<file path="config.mk">
export PLATFORM = sky130hd
export DESIGN_NAME = grid_mover
export DESIGN_NICKNAME = d
export VERILOG_FILES = /design/src/rtl/grid_mover.sv
export SDC_FILE = /design/constraint.sdc
export NUM_CORES = 1
export LEC_CHECK = 0
export CELL_PAD_IN_SITES_DETAIL_PLACEMENT = 1
export CELL_PAD_IN_SITES_GLOBAL_PLACEMENT = 2
export CORE_MARGIN = 5
export CORE_UTILIZATION = 36
export DETAILED_ROUTE_END_ITERATION = 16
export HOLD_SLACK_MARGIN = 0.15
export PLACE_DENSITY = 0.9
export SETUP_SLACK_MARGIN = 0.5
export SYNTH_ARGS = -nofsm -noshare
export SYNTH_HDL_FRONTEND = slang
export SYNTH_SLANG_ARGS = --single-unit
export TNS_END_PERCENT = 10
</file>
<file path="constraint.sdc">
create_clock -name clk -period 2.65 [get_ports clk]
set_input_delay 0.6625 -clock clk [delete_from_list [all_inputs] [get_ports clk]]
set_output_delay 0.6625 -clock clk [all_outputs]
set_load 0.02 [all_outputs]
</file>
<file path="src/rtl/grid_mover.sv">
// Moves a single cell across a GRID_W x GRID_H grid at a fixed step rate,
// steering from keyboard direction codes and handling edges by wrap or stop.
module grid_mover #(
  parameter int GRID_W      = 40,
  parameter int GRID_H      = 30,
  parameter int X_W         = 6,
  parameter int Y_W         = 5,
  parameter int STEP_CYCLES = 12500000,
  parameter int WRAP        = 1,
  parameter int START_X     = 20,
  parameter int START_Y     = 15
) (
  input  logic           clk,
  input  logic           rst_n,
  input  logic [1:0]     move,
  input  logic           move_valid,
  input  logic           enable,
  input  logic           restart,
  output logic [X_W-1:0] pos_x,
  output logic [Y_W-1:0] pos_y,
  output logic [1:0]     dir,
  output logic           step_pulse,
  output logic           hit_wall,
  output logic           moving
);

  localparam int CNT_W = (STEP_CYCLES > 2) ? $clog2(STEP_CYCLES) : 1;

  typedef enum logic [1:0] {IDLE, RUN, STOP} state_t;

  state_t           state;
  logic [CNT_W-1:0] cnt;
  logic [1:0]       pend;
  logic             step;
  logic             blocked;
  logic [X_W-1:0]   nx;
  logic [Y_W-1:0]   ny;

  // Same axis (bit 1), opposite sense (bit 0) is a 180-degree turn.
  function automatic logic is_rev(input logic [1:0] a, input logic [1:0] b);
    return (a[1] == b[1]) && (a[0] != b[0]);
  endfunction

  assign step = (state == RUN) && enable && (cnt == CNT_W'(STEP_CYCLES - 1));

  // Next cell from the pending heading; edges compared explicitly.
  always_comb begin
    nx      = pos_x;
    ny      = pos_y;
    blocked = 1'b0;
    case (pend)
      2'b00: if (pos_y == '0) begin
               if (WRAP != 0) ny = Y_W'(GRID_H - 1); else blocked = 1'b1;
             end else ny = pos_y - Y_W'(1);
      2'b01: if (pos_y == Y_W'(GRID_H - 1)) begin
               if (WRAP != 0) ny = '0; else blocked = 1'b1;
             end else ny = pos_y + Y_W'(1);
      2'b10: if (pos_x == '0) begin
               if (WRAP != 0) nx = X_W'(GRID_W - 1); else blocked = 1'b1;
             end else nx = pos_x - X_W'(1);
      default: if (pos_x == X_W'(GRID_W - 1)) begin
                 if (WRAP != 0) nx = '0; else blocked = 1'b1;
               end else nx = pos_x + X_W'(1);
    endcase
  end

  always_ff @(posedge clk or negedge rst_n) begin
    if (!rst_n) begin
      state      <= IDLE;
      cnt        <= '0;
      pend       <= 2'b00;
      pos_x      <= X_W'(START_X);
      pos_y      <= Y_W'(START_Y);
      dir        <= 2'b00;
      step_pulse <= 1'b0;
      hit_wall   <= 1'b0;
      moving     <= 1'b0;
    end else if (restart) begin
      state      <= IDLE;
      cnt        <= '0;
      pend       <= 2'b00;
      pos_x      <= X_W'(START_X);
      pos_y      <= Y_W'(START_Y);
      dir        <= 2'b00;
      step_pulse <= 1'b0;
      hit_wall   <= 1'b0;
      moving     <= 1'b0;
    end else begin
      step_pulse <= 1'b0;
      case (state)
        IDLE: if (move_valid) begin
          pend   <= move;
          cnt    <= '0;
          state  <= RUN;
          moving <= 1'b1;
        end
        RUN: begin
          if (enable) cnt <= step ? '0 : cnt + CNT_W'(1);
          if (step) begin
            dir <= pend;
            if (blocked) begin
              hit_wall <= 1'b1;
              moving   <= 1'b0;
              state    <= STOP;
            end else begin
              pos_x      <= nx;
              pos_y      <= ny;
              step_pulse <= 1'b1;
            end
          end
          // A move arriving on the step edge is judged against the heading
          // being committed on that edge and lands at the next step.
          if (move_valid && !is_rev(move, step ? pend : dir)) pend <= move;
        end
        STOP: ;
        default: state <= IDLE;
      endcase
    end
  end

endmodule

</file>
==> impl_summary.txt <==
----------------------------------------------------
[Floorplan]
  Die area ... 0.00925 mm²
  Width of the chip ... 96.2 µm
  Initial core utilization ... 36.9%
  Height of the die ... 96.2 µm
  Std-Cell Rows ... 31
  Area of the core ... 0.00725 mm²
  # IOs ... 23

[STA]
  Max-slew violation count ... 0
  Final worst path period share ... 83.6%
  Endpoints failing setup ... 0
  Post-route setup TNS ... 0 ns
  Final Hold Slack ... 0.319 ns
  Timing-limited maximum frequency ... 451 MHz
  Least-Margin Pin Slew ... 0.600 ns
  Slew margin rel. ... 59.9%
  RSZ-0062 raised after global routing ... yes
  Hold Vio Cnt, Final ... 0
  Layout Skew ... 0.0101 ns
  Min Tclk post-route ... 2.22 ns

[Power]
  Static Leakage ... 1.23 nW
  Part of the total power dissipated in sequential elements ... 56.1%
  P_sw ... 0.000301 W
  Power density of the placed cells ... 379 mW/mm²
  Worst IR Drop VDD ... 0.215 mV
  Clk network pwr share ... 34.0%
  Int Pwr ... 0.000870 W
  Part of the power in combinational logic ... 9.9%
  Switch share ... 25.7%

[Final layout]
  Fraction of layout cells with a size suffix above 1 ... 11.6%
  Count of antenna diodes in the layout ... 0
  # fillers ... 886
  Synth-to-Final Area Change ... 15.4%
  Final net count ... 342

[Clock network]
  Clock latency on the worst-skew pair ... 0.30 ns
  Total clock buffers created by CTS ... 5
  Number of levels the H-tree was split into ... 2
  Post-CTS setup buffer count ... 0
  Buffers from clock root to sink, at most ... 2
  Number of buffers inserted by hold repair at cts ... 0
  Clock transition at path regs ... 0.08 ns
  Clock tree from TritonCTS ... done
  Sink count of the clock tree ... 42
  Cell at the root of the clock tree ... clkbuf_8

[Route]
  Vias per Instance ... 5.52
  Drt drc ... 0
  Detailed-routed wire length on met3 ... 158 µm
  Number of antenna-violating nets in the routed design ... 0
  Drt initial violations ... 59
  Uppermost layer routed ... met4
  Overall routed net length ... 6980 µm
  Detailed-route wire length on metal 1 ... 3170 µm
  Post-DR wirelength/cell ... 16.3 µm
  Detailed-routing iteration count for the pre-antenna-repair pass ... 4
  Total number of vias ... 2355
  Met2 Routed Length ... 3570 µm

[Logic synthesis]
  Post-Syn Instances ... 307
  Mapped cell area ... 0.00267 mm²
  Portion of synthesized cell area occupied by the leading cell type ... 33.7%
  Share of async-settable or async-resettable flops after synthesis ... 100%
  Synth Register Bits ... 42
  Number of library cell types mapped by synthesis ... 54
  Synth top area cells ... dfrtp_1 (34%), o21ai_0 (6.2%), dfstp_2 (5.9%)
  Number of synthesized flops with an enable pin ... 0
  Synthesized area divided by synthesized cell count ... 8.71 µm²
  Number of warnings printed during yosys synthesis ... 0
  Yosys top cell by area ... dfrtp_1
  Syn Nets ... 321
  Share of synthesized area occupied by flip-flops and latches ... 39.6%
  Top FF cell, synth ... dfrtp_1

[GRT]
  Largest net degree at the start of global routing ... 22
  Number of global-route vias before repair ... 2433
  Wire length of the first global-routing pass ... 11800 µm
  Antenna violations before repair ... 0
  Overall fraction of global-route tracks in use ... 16.2%
  Residual overflow from global routing ... 0

[Placed design]
  Sum of net half-perimeters after detailed placement ... 5210 µm
  Port Buffers ... 21
  Final estimated routing congestion in global placement ... 0.824

[Worst setup path]
  Library cell contributing the largest single delay on the critical path ... dfstp_2
  Kind of capture point of the worst setup path ... primary output
  Worst endpoint data arrival time ... 1.55 ns
  Peak per-stage delay on the critical path ... 0.63 ns
  Count of buffer and inverter cells on the critical path ... 1
  Worst setup path class ... flop to primary output
  Worst-path cell chain ... clkdlybuf4s50_1
  Required time at the worst-slack endpoint ... 1.99 ns
  Type of element launching the critical path ... flop
  Critical Path Fanout Max ... 9
  Cell family with most CP delay ... flip-flops

[Min path]
  Path type of the worst min-delay path ... primary input to asynchronous set/reset pin

[Status]
  Run status ... complete, no violations

[Flow run]
  Max capacitance violation total ... 0

----------------------------------------------------
==> synthesized netlist by cell type, types with 2 or more instances <==
| library cell | count |
|---|---|
| a32o_1 | 2 |
| nor2_1 | 33 |
| nand4_2 | 2 |
| o41ai_1 | 2 |
| nand2_1 | 27 |
| clkbuf_1 | 9 |
| nor3_1 | 4 |
| o31ai_1 | 3 |
| buf_4 | 5 |
| buf_2 | 2 |
| dfstp_2 | 6 |
| nor2b_1 | 10 |
| xor2_1 | 11 |
| nand2b_1 | 6 |
| a211o_1 | 6 |
| o21ai_0 | 33 |
| and3_1 | 5 |
| nand4_1 | 12 |
| dfrtp_1 | 36 |
| nand3_1 | 16 |
| xnor2_1 | 4 |
| inv_1 | 5 |
| ha_1 | 7 |
| nand3b_1 | 3 |
| and2_1 | 8 |
| a211oi_1 | 2 |
| a21oi_1 | 12 |
| and4_1 | 3 |
| or3_1 | 2 |
| a31oi_1 | 7 |
==> stage by stage <==
step / setup WS, ns / total power, W / utilization [%] / area, µm² / instances
finish: 0.433 / 0.00117 / 42.5 / 3090 / 427
global route: 0.375 / 0.00123 / 42.5 / 3090 / 427
CTS: 0.395 / 0.00119 / 42.3 / 3070 / 427
detailed placement: -0.0671 / 0.000785 / 41.2 / 2990 / 420
global placement: 0.0215 / 0.000780 / 41.2 / 2990 / 420
floorplan: 0.665 / 0.000726 / - / 2670 / 307
==> final cells by class <==
cell class              count  area [µm²]  share of cell area (%)
multi-input cells         242        1520                    49.2
clock buffers               7        76.3                    2.47
well taps                  99         124                    4.01
repair buffers             32         289                    9.37
flip-flops and latches     42        1060                    34.3
inverters                   5        18.8                   0.608
==> state kept, by name (all words and copies together), names as in the netlist <==
signal      count
cnt            24
dir             2
moving          1
pend            2
pos_x           6
pos_y           5
state           1
step_pulse      1
==> cell usage in the layout, fill, tap and decap left out, types with 2 or more instances in the layout <==
| cell | Yosys | final |
|---|---|---|
| a211o_1 | 6 | 6 |
| a21oi_1 | 12 | 12 |
| a31oi_1 | 7 | 7 |
| a32o_1 | 2 | 2 |
| and2_1 | 8 | 8 |
| and3_1 | 5 | 5 |
| and4_1 | 3 | 2 |
| buf_4 | 5 | 11 |
| clkbuf_1 | 9 | 2 |
| clkbuf_8 | 0 | 5 |
| clkdlybuf4s50_1 | 0 | 18 |
| dfrtp_1 | 36 | 36 |
| dfstp_2 | 6 | 6 |
| ha_1 | 7 | 6 |
| inv_1 | 5 | 5 |
| nand2_1 | 27 | 27 |
| nand2b_1 | 6 | 6 |
| nand3_1 | 16 | 16 |
| nand3b_1 | 3 | 3 |
| nand4_1 | 12 | 12 |
| nand4_2 | 2 | 2 |
| nor2_1 | 33 | 33 |
| nor2b_1 | 10 | 9 |
| nor3_1 | 4 | 4 |
| o21ai_0 | 33 | 31 |
| o21ai_1 | 0 | 2 |
| o31ai_1 | 3 | 3 |
| o41ai_1 | 2 | 2 |
| or3_1 | 2 | 2 |
| xnor2_1 | 4 | 4 |
| xor2_1 | 11 | 11 |
==> cells by family after synthesis <==
group / Yosys count / share of synthesized area [%]
and+or+nand+nor: 139 / 28.7
AOI/OAI and AO/OA: 80 / 19.0
DFF: 42 / 39.6
buffers and inverters: 23 / 4.31
xor gates and xnor gates: 15 / 4.91
adders and majority gates: 7 / 3.28
other: 1 / 0.140
==> layer usage <==
layer	vias to the layer above	global-route usage, %
met4	0	4.27
met1	1171	20.0
met5	-	0
met2	26	29.0
li1	1149	-
met3	9	2.66
==> what timing repair did <==
item                       4_1_cts  5_1_grt
setup endpoints to repair       40       35
hold endpoints to repair         0        0
resized for setup                3        7
pin swaps                        1        0
==> worst paths after layout <==
kind	cells after the start	startpoint	endpoint	slack, ns
worst max-delay path	1	pos_x[2]$_DFFE_PN1P_	pos_x[2]	0.43
worst min-delay path	1	rst_n	pos_x[5]$_DFFE_PN0P_	0.32
worst max register to register	6	cnt[16]$_DFFE_PN0P_	pos_y[4]$_DFFE_PN0P_	0.57
worst min register to register	1	cnt[23]$_DFFE_PN0P_	cnt[23]$_DFFE_PN0P_	0.49
max in group asynchronous	2	rst_n	pos_y[1]$_DFFE_PN1P_	1.69
min in group clk	1	cnt[23]$_DFFE_PN0P_	cnt[23]$_DFFE_PN0P_	0.49
==> power groups by stage <==
stage | sequential, W | combinational [W] | clock (W)
2_1_floorplan | 0.000667 | 0.0000590 | 0
3_3_place_gp | 0.000668 | 0.000112 | 0
3_5_place_dp | 0.000668 | 0.000116 | 0
4_1_cts | 0.000656 | 0.000116 | 0.000421
5_1_grt | 0.000657 | 0.000130 | 0.000447
6_report | 0.000656 | 0.000116 | 0.000399
Power figures use the tool's default switching activity.
